### src/rtl/ps2_pkg.sv
// Shared types and constants for the PS/2 keyboard receiver and its event FIFO.
package ps2_pkg;

  localparam logic [7:0] PS2_EXT = 8'hE0;
  localparam logic [7:0] PS2_BRK = 8'hF0;

  typedef enum logic [1:0] {
    ST_IDLE,
    ST_DATA,
    ST_PARITY,
    ST_STOP
  } rx_state_e;

  typedef struct packed {
    logic       ext;
    logic       brk;
    logic [7:0] code;
  } key_event_t;

  // PS/2 uses odd parity: data bits plus parity bit must hold an odd number of ones.
  function automatic logic odd_parity_ok(input logic [7:0] data, input logic par);
    return ^{data, par};
  endfunction

endpackage

### src/rtl/ps2_frame_rx.sv
// PS/2 line synchroniser, falling-edge detector and 11-bit frame receiver with watchdog.
module ps2_frame_rx
  import ps2_pkg::*;
#(
  parameter int SYNC_STAGES    = 2,
  parameter int TIMEOUT_CYCLES = 50000
) (
  input  logic       clk,
  input  logic       clr,
  input  logic       ps2_clk,
  input  logic       ps2_data,
  output logic       byte_valid,
  output logic [7:0] byte_data,
  output logic       frame_err
);

  localparam int              WD_W    = $clog2(TIMEOUT_CYCLES + 1);
  localparam logic [WD_W-1:0] WD_LAST = WD_W'(TIMEOUT_CYCLES - 1);

  logic [SYNC_STAGES-1:0] clk_sync_q;
  logic [SYNC_STAGES-1:0] data_sync_q;
  logic                   clk_prev_q;
  logic                   fall_q;
  logic                   bit_q;

  // Lines idle high, so the synchronisers reset to 1 to avoid a false edge after clr.
  // NOTE: state registers use non-blocking assignments so every flop samples pre-edge values.
  always_ff @(posedge clk or posedge clr) begin
    if (clr) begin
      clk_sync_q  <= '1;
      data_sync_q <= '1;
      clk_prev_q  <= 1'b1;
      fall_q      <= 1'b0;
      bit_q       <= 1'b1;
    end else begin
      clk_sync_q  <= {clk_sync_q[SYNC_STAGES-2:0], ps2_clk};
      data_sync_q <= {data_sync_q[SYNC_STAGES-2:0], ps2_data};
      clk_prev_q  <= clk_sync_q[SYNC_STAGES-1];
      fall_q      <= clk_prev_q & ~clk_sync_q[SYNC_STAGES-1];
      bit_q       <= data_sync_q[SYNC_STAGES-1];
    end
  end

  rx_state_e       state_q;
  logic [2:0]      cnt_q;
  logic [7:0]      shift_q;
  logic            parity_q;
  logic [WD_W-1:0] wd_q;
  logic            valid_q;
  logic            err_q;
  logic            timeout;

  assign timeout = (state_q != ST_IDLE) && !fall_q && (wd_q == WD_LAST);

  always_ff @(posedge clk or posedge clr) begin
    if (clr) begin
      state_q  <= ST_IDLE;
      cnt_q    <= '0;
      shift_q  <= '0;
      parity_q <= 1'b0;
      wd_q     <= '0;
      valid_q  <= 1'b0;
      err_q    <= 1'b0;
    end else begin
      valid_q <= 1'b0;
      err_q   <= 1'b0;

      if (state_q == ST_IDLE || fall_q) begin
        wd_q <= '0;
      end else begin
        wd_q <= wd_q + 1'b1;
      end

      if (timeout) begin
        state_q <= ST_IDLE;
        shift_q <= '0;
        cnt_q   <= '0;
        err_q   <= 1'b1;
      end else if (fall_q) begin
        unique case (state_q)
          ST_IDLE: begin
            if (!bit_q) begin
              state_q <= ST_DATA;
              cnt_q   <= '0;
            end else begin
              err_q <= 1'b1;
            end
          end
          ST_DATA: begin
            shift_q <= {bit_q, shift_q[7:1]};
            cnt_q   <= cnt_q + 3'd1;
            if (cnt_q == 3'd7) state_q <= ST_PARITY;
          end
          ST_PARITY: begin
            parity_q <= bit_q;
            state_q  <= ST_STOP;
          end
          ST_STOP: begin
            if (bit_q && odd_parity_ok(shift_q, parity_q)) begin
              valid_q <= 1'b1;
            end else begin
              err_q <= 1'b1;
            end
            state_q <= ST_IDLE;
          end
          default: state_q <= ST_IDLE;
        endcase
      end
    end
  end

  // The shift register holds its byte until the next start bit, so it is stable with valid_q.
  assign byte_valid = valid_q;
  assign byte_data  = shift_q;
  assign frame_err  = err_q;

endmodule

### src/rtl/ps2_key_fifo.sv
// PS/2 keyboard receiver: E0/F0 prefix folding into key events buffered in a valid/ready FIFO.
module ps2_key_fifo
  import ps2_pkg::*;
#(
  parameter int FIFO_DEPTH     = 8,
  parameter int SYNC_STAGES    = 2,
  parameter int TIMEOUT_CYCLES = 50000
) (
  input  logic                        clk,
  input  logic                        clr,
  input  logic                        ps2_clk,
  input  logic                        ps2_data,
  input  logic                        ev_ready,
  output logic                        ev_valid,
  output logic [7:0]                  ev_code,
  output logic                        ev_ext,
  output logic                        ev_brk,
  input  logic                        ovf_clr,
  output logic                        overflow,
  output logic                        frame_err,
  output logic [$clog2(FIFO_DEPTH):0] level
);

  localparam int               PTR_W    = $clog2(FIFO_DEPTH);
  localparam int               LVL_W    = PTR_W + 1;
  localparam logic [LVL_W-1:0] FULL_LVL = LVL_W'(FIFO_DEPTH);

  logic       byte_valid;
  logic [7:0] byte_data;
  logic       rx_err;

  ps2_frame_rx #(
    .SYNC_STAGES   (SYNC_STAGES),
    .TIMEOUT_CYCLES(TIMEOUT_CYCLES)
  ) u_rx (
    .clk       (clk),
    .clr       (clr),
    .ps2_clk   (ps2_clk),
    .ps2_data  (ps2_data),
    .byte_valid(byte_valid),
    .byte_data (byte_data),
    .frame_err (rx_err)
  );

  logic       ext_q;
  logic       brk_q;
  logic       push;
  key_event_t push_ev;

  // NOTE: every always_comb output gets a default first so no latch is inferred.
  always_comb begin
    push         = 1'b0;
    push_ev      = '0;
    push_ev.ext  = ext_q;
    push_ev.brk  = brk_q;
    push_ev.code = byte_data;
    if (byte_valid && byte_data != PS2_EXT && byte_data != PS2_BRK) push = 1'b1;
  end

  always_ff @(posedge clk or posedge clr) begin
    if (clr) begin
      ext_q <= 1'b0;
      brk_q <= 1'b0;
    end else if (rx_err || push) begin
      ext_q <= 1'b0;
      brk_q <= 1'b0;
    end else if (byte_valid) begin
      if (byte_data == PS2_EXT) ext_q <= 1'b1;
      if (byte_data == PS2_BRK) brk_q <= 1'b1;
    end
  end

  key_event_t       mem_q [FIFO_DEPTH];
  logic [PTR_W-1:0] wr_ptr_q;
  logic [PTR_W-1:0] rd_ptr_q;
  logic [PTR_W-1:0] rd_ptr_d;
  logic [LVL_W-1:0] count_q;
  logic [LVL_W-1:0] count_d;
  logic [LVL_W-1:0] kept;
  logic             ev_valid_q;
  key_event_t       head_q;
  logic             overflow_q;
  logic             full;
  logic             pop;
  logic             wr_en;
  logic             ovf_event;

  // kept excludes this cycle's push, so a freshly written entry is only presented next cycle.
  always_comb begin
    full      = (count_q == FULL_LVL);
    pop       = ev_valid_q & ev_ready;
    wr_en     = push & (~full | pop);
    ovf_event = push & full & ~pop;
    rd_ptr_d  = rd_ptr_q + PTR_W'(pop);
    kept      = count_q - LVL_W'(pop);
    count_d   = kept + LVL_W'(wr_en);
  end

  // NOTE: the storage array has no reset; ev_valid and the zeroed head register gate it.
  always_ff @(posedge clk) begin
    if (wr_en) mem_q[wr_ptr_q] <= push_ev;
  end

  always_ff @(posedge clk or posedge clr) begin
    if (clr) begin
      wr_ptr_q   <= '0;
      rd_ptr_q   <= '0;
      count_q    <= '0;
      ev_valid_q <= 1'b0;
      head_q     <= '0;
      overflow_q <= 1'b0;
    end else begin
      if (wr_en) wr_ptr_q <= wr_ptr_q + 1'b1;
      rd_ptr_q   <= rd_ptr_d;
      count_q    <= count_d;
      ev_valid_q <= (kept != '0);
      head_q     <= (kept != '0) ? mem_q[rd_ptr_d] : '0;
      if (ovf_event) begin
        overflow_q <= 1'b1;
      end else if (ovf_clr) begin
        overflow_q <= 1'b0;
      end
    end
  end

  assign ev_valid  = ev_valid_q;
  assign ev_code   = head_q.code;
  assign ev_ext    = head_q.ext;
  assign ev_brk    = head_q.brk;
  assign overflow  = overflow_q;
  assign frame_err = rx_err;
  assign level     = count_q;

endmodule

### config.mk
export PLATFORM = sky130hd
export DESIGN_NAME = ps2_key_fifo
export DESIGN_NICKNAME = d
export VERILOG_FILES = /design/src/rtl/ps2_pkg.sv /design/src/rtl/ps2_frame_rx.sv /design/src/rtl/ps2_key_fifo.sv
export SDC_FILE = /design/constraint.sdc
export NUM_CORES = 1
export LEC_CHECK = 0
export CAP_MARGIN = 20
export CORE_AREA = 2 2 132 134
export DETAILED_ROUTE_END_ITERATION = 6
export DIE_AREA = 0 0 134 136
export DONT_BUFFER_PORTS = 1
export GPL_TIMING_DRIVEN = 0
export PLACE_DENSITY = 0.55
export SETUP_SLACK_MARGIN = 0.2
export SLEW_MARGIN = 20
export SYNTH_ARGS = -nofsm -noshare
export SYNTH_HDL_FRONTEND = slang
export SYNTH_SLANG_ARGS = --single-unit
### constraint.sdc
create_clock -name clk -period 2.1 [get_ports clk]
set_input_delay 0.42 -clock clk [delete_from_list [all_inputs] [get_ports clk]]
set_output_delay 0.42 -clock clk [all_outputs]
set_load 0.005 [all_outputs]
-- After elaboration in Yosys (flattened, before gate mapping)
Memory sizes are Yosys's and may differ from the RTL's.
Cells that the tools add are included.
- output and inout bits: 17
- input bits: 6
- memories: 1
- RAM bits: 80
- register bits after elaboration: 63
- multiplexer cells: 34
- add/subtract/negate cells: 6
- bitwise operators: 10
- equal/unequal tests: 12
- reductions and logical operators: 25
- memories (memory ; words ; bits a word ; read ports ; clocked after memory_dff ; write ports ; RTL line ; RTL):
    mem_q ; 8 ; 10 ; 1 ; 0 ; 1 ; ps2_key_fifo.sv:73 ; key_event_t mem_q [FIFO_DEPTH];
- operator list (kind ; number):
    $mux 8 ; 3
    $mux 1 ; 19
    $add 16x1->16 const B ; 1
    $eq 16x16->1 const B ; 1
    $eq 8x8->1 const B ; 2
    $mux 16 ; 1
    $ne 8x8->1 const B ; 2
    $reduce_bool 2->1 ; 7
    $mux 10 ; 1
    $mux 3 ; 3
    $reduce_and 3->1 ; 3
    $reduce_xor 9->1 ; 1
    $mux 2 ; 4
    $pmux 2 s4 ; 1
    $add 3x1->3 const B ; 2
    $pmux 3 s2 ; 1
    $reduce_and 2->1 ; 3
    $and 1x1->1 ; 5
    $logic_and 1x1->1 ; 5
    $add 4x1->4 ; 1
    $eq 2x2->1 const B ; 2
    $eq 4x4->1 const B ; 1
    $not 1->1 ; 4
    $reduce_bool 4->1 ; 1
    other kinds (12) ; 13

-- Depth between registers and ports, before layout
- depth after elaboration: 7
- mapped depth: 9
- gate-level depth less buffers: 8

-- Modules after synthesis
From an unflattened synthesis, not the netlist that was laid out.
- cells, all modules: 389
- area, all modules: 5921.9 sq um
- modules (own cells, without submodules) (module ; times used ; seq. area each (sq um) ; area an instance (sq um) ; cells each):
    ps2_key_fifo ; 1 ; 3002.9 ; 4113.9 ; 217
    ps2_frame_rx ; 1 ; 983.4 ; 1808.0 ; 172

-- Worst setup path before layout
OpenSTA, ideal clock, no wires.
- path kind: flip-flop to flip-flop
- start: register u_rx.state_q[0]
- end: register u_rx.cnt_q[0]
- slack: -0.265 ns
- buffers on the path: 1
- arrival time: 2.241 ns
- library setup time: 0.125 ns
- stages on the path, launching flop included: 9
- cells stage by stage: dfrtp_1 inv_1 ha_1 or2_1 buf_6 or4_4 nor3_4 o21ai_2 mux2_2
- longest elaborated chain between the ends: 5
- elaborated cells on any way between the ends: 12
- classes of those cells: eq/ne (2); mux (3); reduce/logical (7)
- ends and longest elaborated chain (item ; RTL line ; RTL):
    start: declaration ; ps2_frame_rx.sv:44 ; rx_state_e state_q;
    start signal: assignment ; ps2_frame_rx.sv:57 ; state_q <= ST_IDLE;
    start signal: assignment ; ps2_frame_rx.sv:75 ; state_q <= ST_IDLE;
    start signal: assignment ; ps2_frame_rx.sv:83 ; state_q <= ST_DATA;
    $reduce_bool 2->1 ; ps2_frame_rx.sv:53 ; assign timeout = (state_q != ST_IDLE) && !fall_q && (wd_q == WD_LAST);
    $logic_and 1x1->1 (2 in series) ; ps2_frame_rx.sv:53 ;
    $ne 3x3->1 (no source line) (tied with other cells) ; -- ;
    $reduce_and 3->1 (no source line) ; -- ;
    end signal: assignment ; ps2_frame_rx.sv:91 ; cnt_q <= cnt_q + 3'd1;
    end: declaration ; ps2_frame_rx.sv:45 ; logic [2:0] cnt_q;
Several ways; a longest one is shown, not always the timed one. The select of a mux whose other input is x is not followed.
A chain may end at the register's enable or synchronous reset.

-- Final worst setup path
- start: register u_rx.state_q[1]
- end: register u_rx.state_q[1]
- longest elaborated chain between the ends: 5
- elaborated cells on any way between the ends: 14
- classes of those cells: eq/ne (5); mux (3); reduce/logical (6)
- ends and longest elaborated chain (item):
    parallel branches: the longest is 5 deep, another holds $pmux 2 s4
Parallel ways; which one is timed is not known. The select of a mux whose other input is x is not followed.

==> metrics.csv <==
metric,value,unit
wire length on met1,4.96,mm
routed wl met2,6.28,mm
"Slowest-stage cell, CP",or4_4,
fill cell count,1454,
post-route setup slack,0.0793,ns
core area,0.0169,sq mm
status,completed,
Peak VDD IR,0.000746,V
CTS tree,built,
leakage power total,0.00282,uW
Register-to-Register Path Depth,8,
Routed Antenna Nets,0,
Detailed Route Iter0 Violations,210,
WL/cell,17.4,um
Critical Path Start Type,flop,
Post-Syn Area,0.00578,sq mm
max-slew violations,0,
gpl congestion,0.750,
max_slew headroom,0.571,
Sink Count,143,
Commonest cells post-synth,"edfxtp_1, dfrtp_1, nand2_1",
Die ar.,0.0182,sq mm
worst reg-to-reg setup slack,0.08,ns
Worst Path Arrival,2.31,ns
area share of the largest cell type after synthesis,0.416,
hpwl dp,7.13,mm
worst r2r src,u_rx.state_q[1]$_DFFE_PP0P_,
Rows,48,
clock root buffer master,clkbuf_16,
cells along the critical path,inv_2 -> ha_4 -> or2_1 -> buf_6 -> or4_4 -> o31ai_2 -> nand2_1 -> o2bb2ai_1,
die height,136,um
synth top area cells,"edfxtp_1, dfrtp_1, mux4_2",
IO buf count,0,
vias per cell,4.80,
H-tree Lvls,4,
Ys Warns,0,
initial cell density of the core,0.343,
cell count after synthesis,389,
CP Class,flop to flop,
PD cells,1420,mW/mm^2
fmax,0.495,GHz
clk buf depth,2,
highest routed layer,met4,
crit-path max cell delay,0.44,ns
final period utilization,0.962,
nets,474,
endpoints failing setup,0,
Antenna Cells,0,
library cells used by synthesis,42,
Hold Crit Start,ovf_clr,
class of the worst hold path,primary input to flop,
"Seq/Total Area, Yosys",0.690,
Yosys top cell by area,edfxtp_1,
drt total wl,12.0,mm
Layout Utilization,0.451,
FF-to-FF End,u_rx.state_q[1]$_DFFE_PP0P_,
Critical Path RT,2.39,ns
initial antenna violation count,0,
Async SR Flop Fraction,0.441,
ys flop type,edfxtp_1,
total track usage,0.146,
vias in the first global route,3417,
first-pass GRT wire length,19.3,mm
Tmin final,2.02,ns
clk_lat worst skew,0.43,ns
"Max FO, Critical Path",2,
# placed instances,616,
total CTS buffers,17,
RSZ-0062 raised after global routing,yes,
Slew @ Worst Pin,0.637,ns
Post-synth EDFFs,80,
Seq cells post-synth,143,
grt total ovfl,0,
DR DRC count,0,
num ports,23,
pre-CTS WS,-0.400,ns
"Hold Vio Cnt, Final",0,
top-count cell post-synth,edfxtp_1,
Setup crit end kind,flop,
"Avg Cell Area, Syn",14.9,sq um
total of max-cap violations,0,
Hold EP,overflow$_DFFE_PP0P_,
layout cells sized above 1,0.360,
Clock transition at path regs,0.06,ns
Non-Filler Instances,692,
hold depth,1,
Worst Clk Skew,0.00791,ns
largest net degree at the start of global routing,26,
die width,134,um
met3 wire length,544,um
"Area growth, synth to finish",31.7,%
Syn Nets,409,
DRT Pass-1 Iters,4,
via count,3320,
[how the worst max path moves through the flow]
stage                             startpoint                     endpoint
6_report         u_rx.state_q[1]$_DFFE_PP0P_  u_rx.state_q[1]$_DFFE_PP0P_
5_1_grt          u_rx.state_q[1]$_DFFE_PP0P_  u_rx.state_q[1]$_DFFE_PP0P_
4_1_cts          u_rx.state_q[1]$_DFFE_PP0P_    u_rx.cnt_q[0]$_DFFE_PP0P_
3_5_place_dp   u_rx.byte_data[1]$_DFFE_PP0P_        mem_q[6][2]$_DFFE_PP_
3_3_place_gp   u_rx.byte_data[1]$_DFFE_PP0P_        mem_q[4][2]$_DFFE_PP_
2_1_floorplan    u_rx.state_q[0]$_DFFE_PP0P_    u_rx.cnt_q[0]$_DFFE_PP0P_
[cells in the final DEF, fill, tap and decap left out, types with 4 or more instances in the layout]
| master | netlist | layout |
|---|---|---|
| edfxtp_1 | 80 | 80 |
| dfrtp_1 | 57 | 50 |
| nand2_1 | 47 | 36 |
| nor2_1 | 27 | 21 |
| mux4_2 | 20 | 20 |
| buf_4 | 0 | 20 |
| clkbuf_16 | 0 | 19 |
| a21oi_1 | 23 | 14 |
| xnor2_1 | 15 | 13 |
| buf_12 | 0 | 13 |
| nand3_1 | 14 | 13 |
| xor2_1 | 11 | 11 |
| inv_1 | 15 | 11 |
| nand2_2 | 0 | 10 |
| a21oi_2 | 0 | 9 |
| ha_1 | 14 | 8 |
| clkbuf_1 | 10 | 7 |
| dfrtp_2 | 0 | 7 |
| nor2_4 | 0 | 6 |
| dfstp_2 | 6 | 6 |
| buf_6 | 1 | 5 |
| clkinvlp_4 | 0 | 5 |
| ha_4 | 0 | 5 |
| buf_16 | 0 | 5 |
| nand4_1 | 4 | 4 |
| nand2b_1 | 5 | 4 |
| clkinv_2 | 0 | 4 |
[layer usage]
| layer | track usage | vias up |
|---|---|---|
| li1 | - | 1547 |
| met1 | 0.170 | 1693 |
| met2 | 0.253 | 60 |
| met3 | 0.0433 | 20 |
| met4 | 0.0621 | 0 |
| met5 | 0 | - |
[worst max-delay path, delay by kind of cell (launching register included)]
kind            cells  cell delay [ns]
buf+inv             2             0.19
compound gates      2             0.42
fa+ha+maj           1             0.16
simple gates        3             0.74
flops               1             0.37
[kinds of logic (layout without fill, tap and decap cells)]
logic type | after synthesis | in the layout | synth area share
flops | 143 | 143 | 0.690
simple gates | 118 | 118 | 0.0972
compound gates | 36 | 36 | 0.0359
buf+inv | 28 | 106 | 0.0199
xor+xnor | 27 | 27 | 0.0433
mux | 23 | 23 | 0.0838
fa+ha+maj | 14 | 14 | 0.0303
[state kept, by name, summed over array words and instances (netlist names), 2 cells and up]
register and count:
u_rx.state_q 2, ev_code 8, mem_q 80, u_rx.cnt_q 3, u_rx.data_sync_q 2, u_rx.clk_sync_q 2, u_rx.wd_q 16, u_rx.byte_data 8
wr_ptr_q 3, level 4, rd_ptr_q 3
[final cells by class]
type	count	area, sq um	area share
Tap cell	225	282	0.0370
Inverter	15	60.1	0.00789
Clock inverter	11	119	0.0156
Timing Repair Buffer	46	628	0.0825
Sequential cell	143	4000	0.525
Multi-Input combinational cell	218	1950	0.256
Buffer	13	139	0.0182
Clock buffer	21	440	0.0578
[where the power goes]
group	internal (uW)	switching [uW]	total, uW
Clock	1740	1120	2860
Sequential	3480	360	3840
Combinational	2160	1960	4120
Total	7380	3440	10800
[through the flow]
step,cell area (sq um),hold WS [ns],total power (uW),TNS (ns)
floorplan,5870,0.345,5910,-0.0327
global placement,6150,0.346,6560,-13.70
detailed placement,6200,0.348,6670,-16.69
CTS,7430,0.0758,10600,0
global route,7610,0.0824,11400,0
finish,7610,0.0991,10800,0
[what timing repair did]
| action | 4_1_cts | 5_1_grt |
|---|---|---|
| resized for setup | 57 | 23 |
| hold endpoints to repair | 18 | 0 |
| buffers inserted | 25 | 8 |
| endpoints found under the setup margin | 109 | 111 |
| pin swaps | 20 | 16 |
| hold buffers | 3 | 0 |
| cloned | 6 | 2 |
No activity file was read; power rests on OpenSTA's default activity.
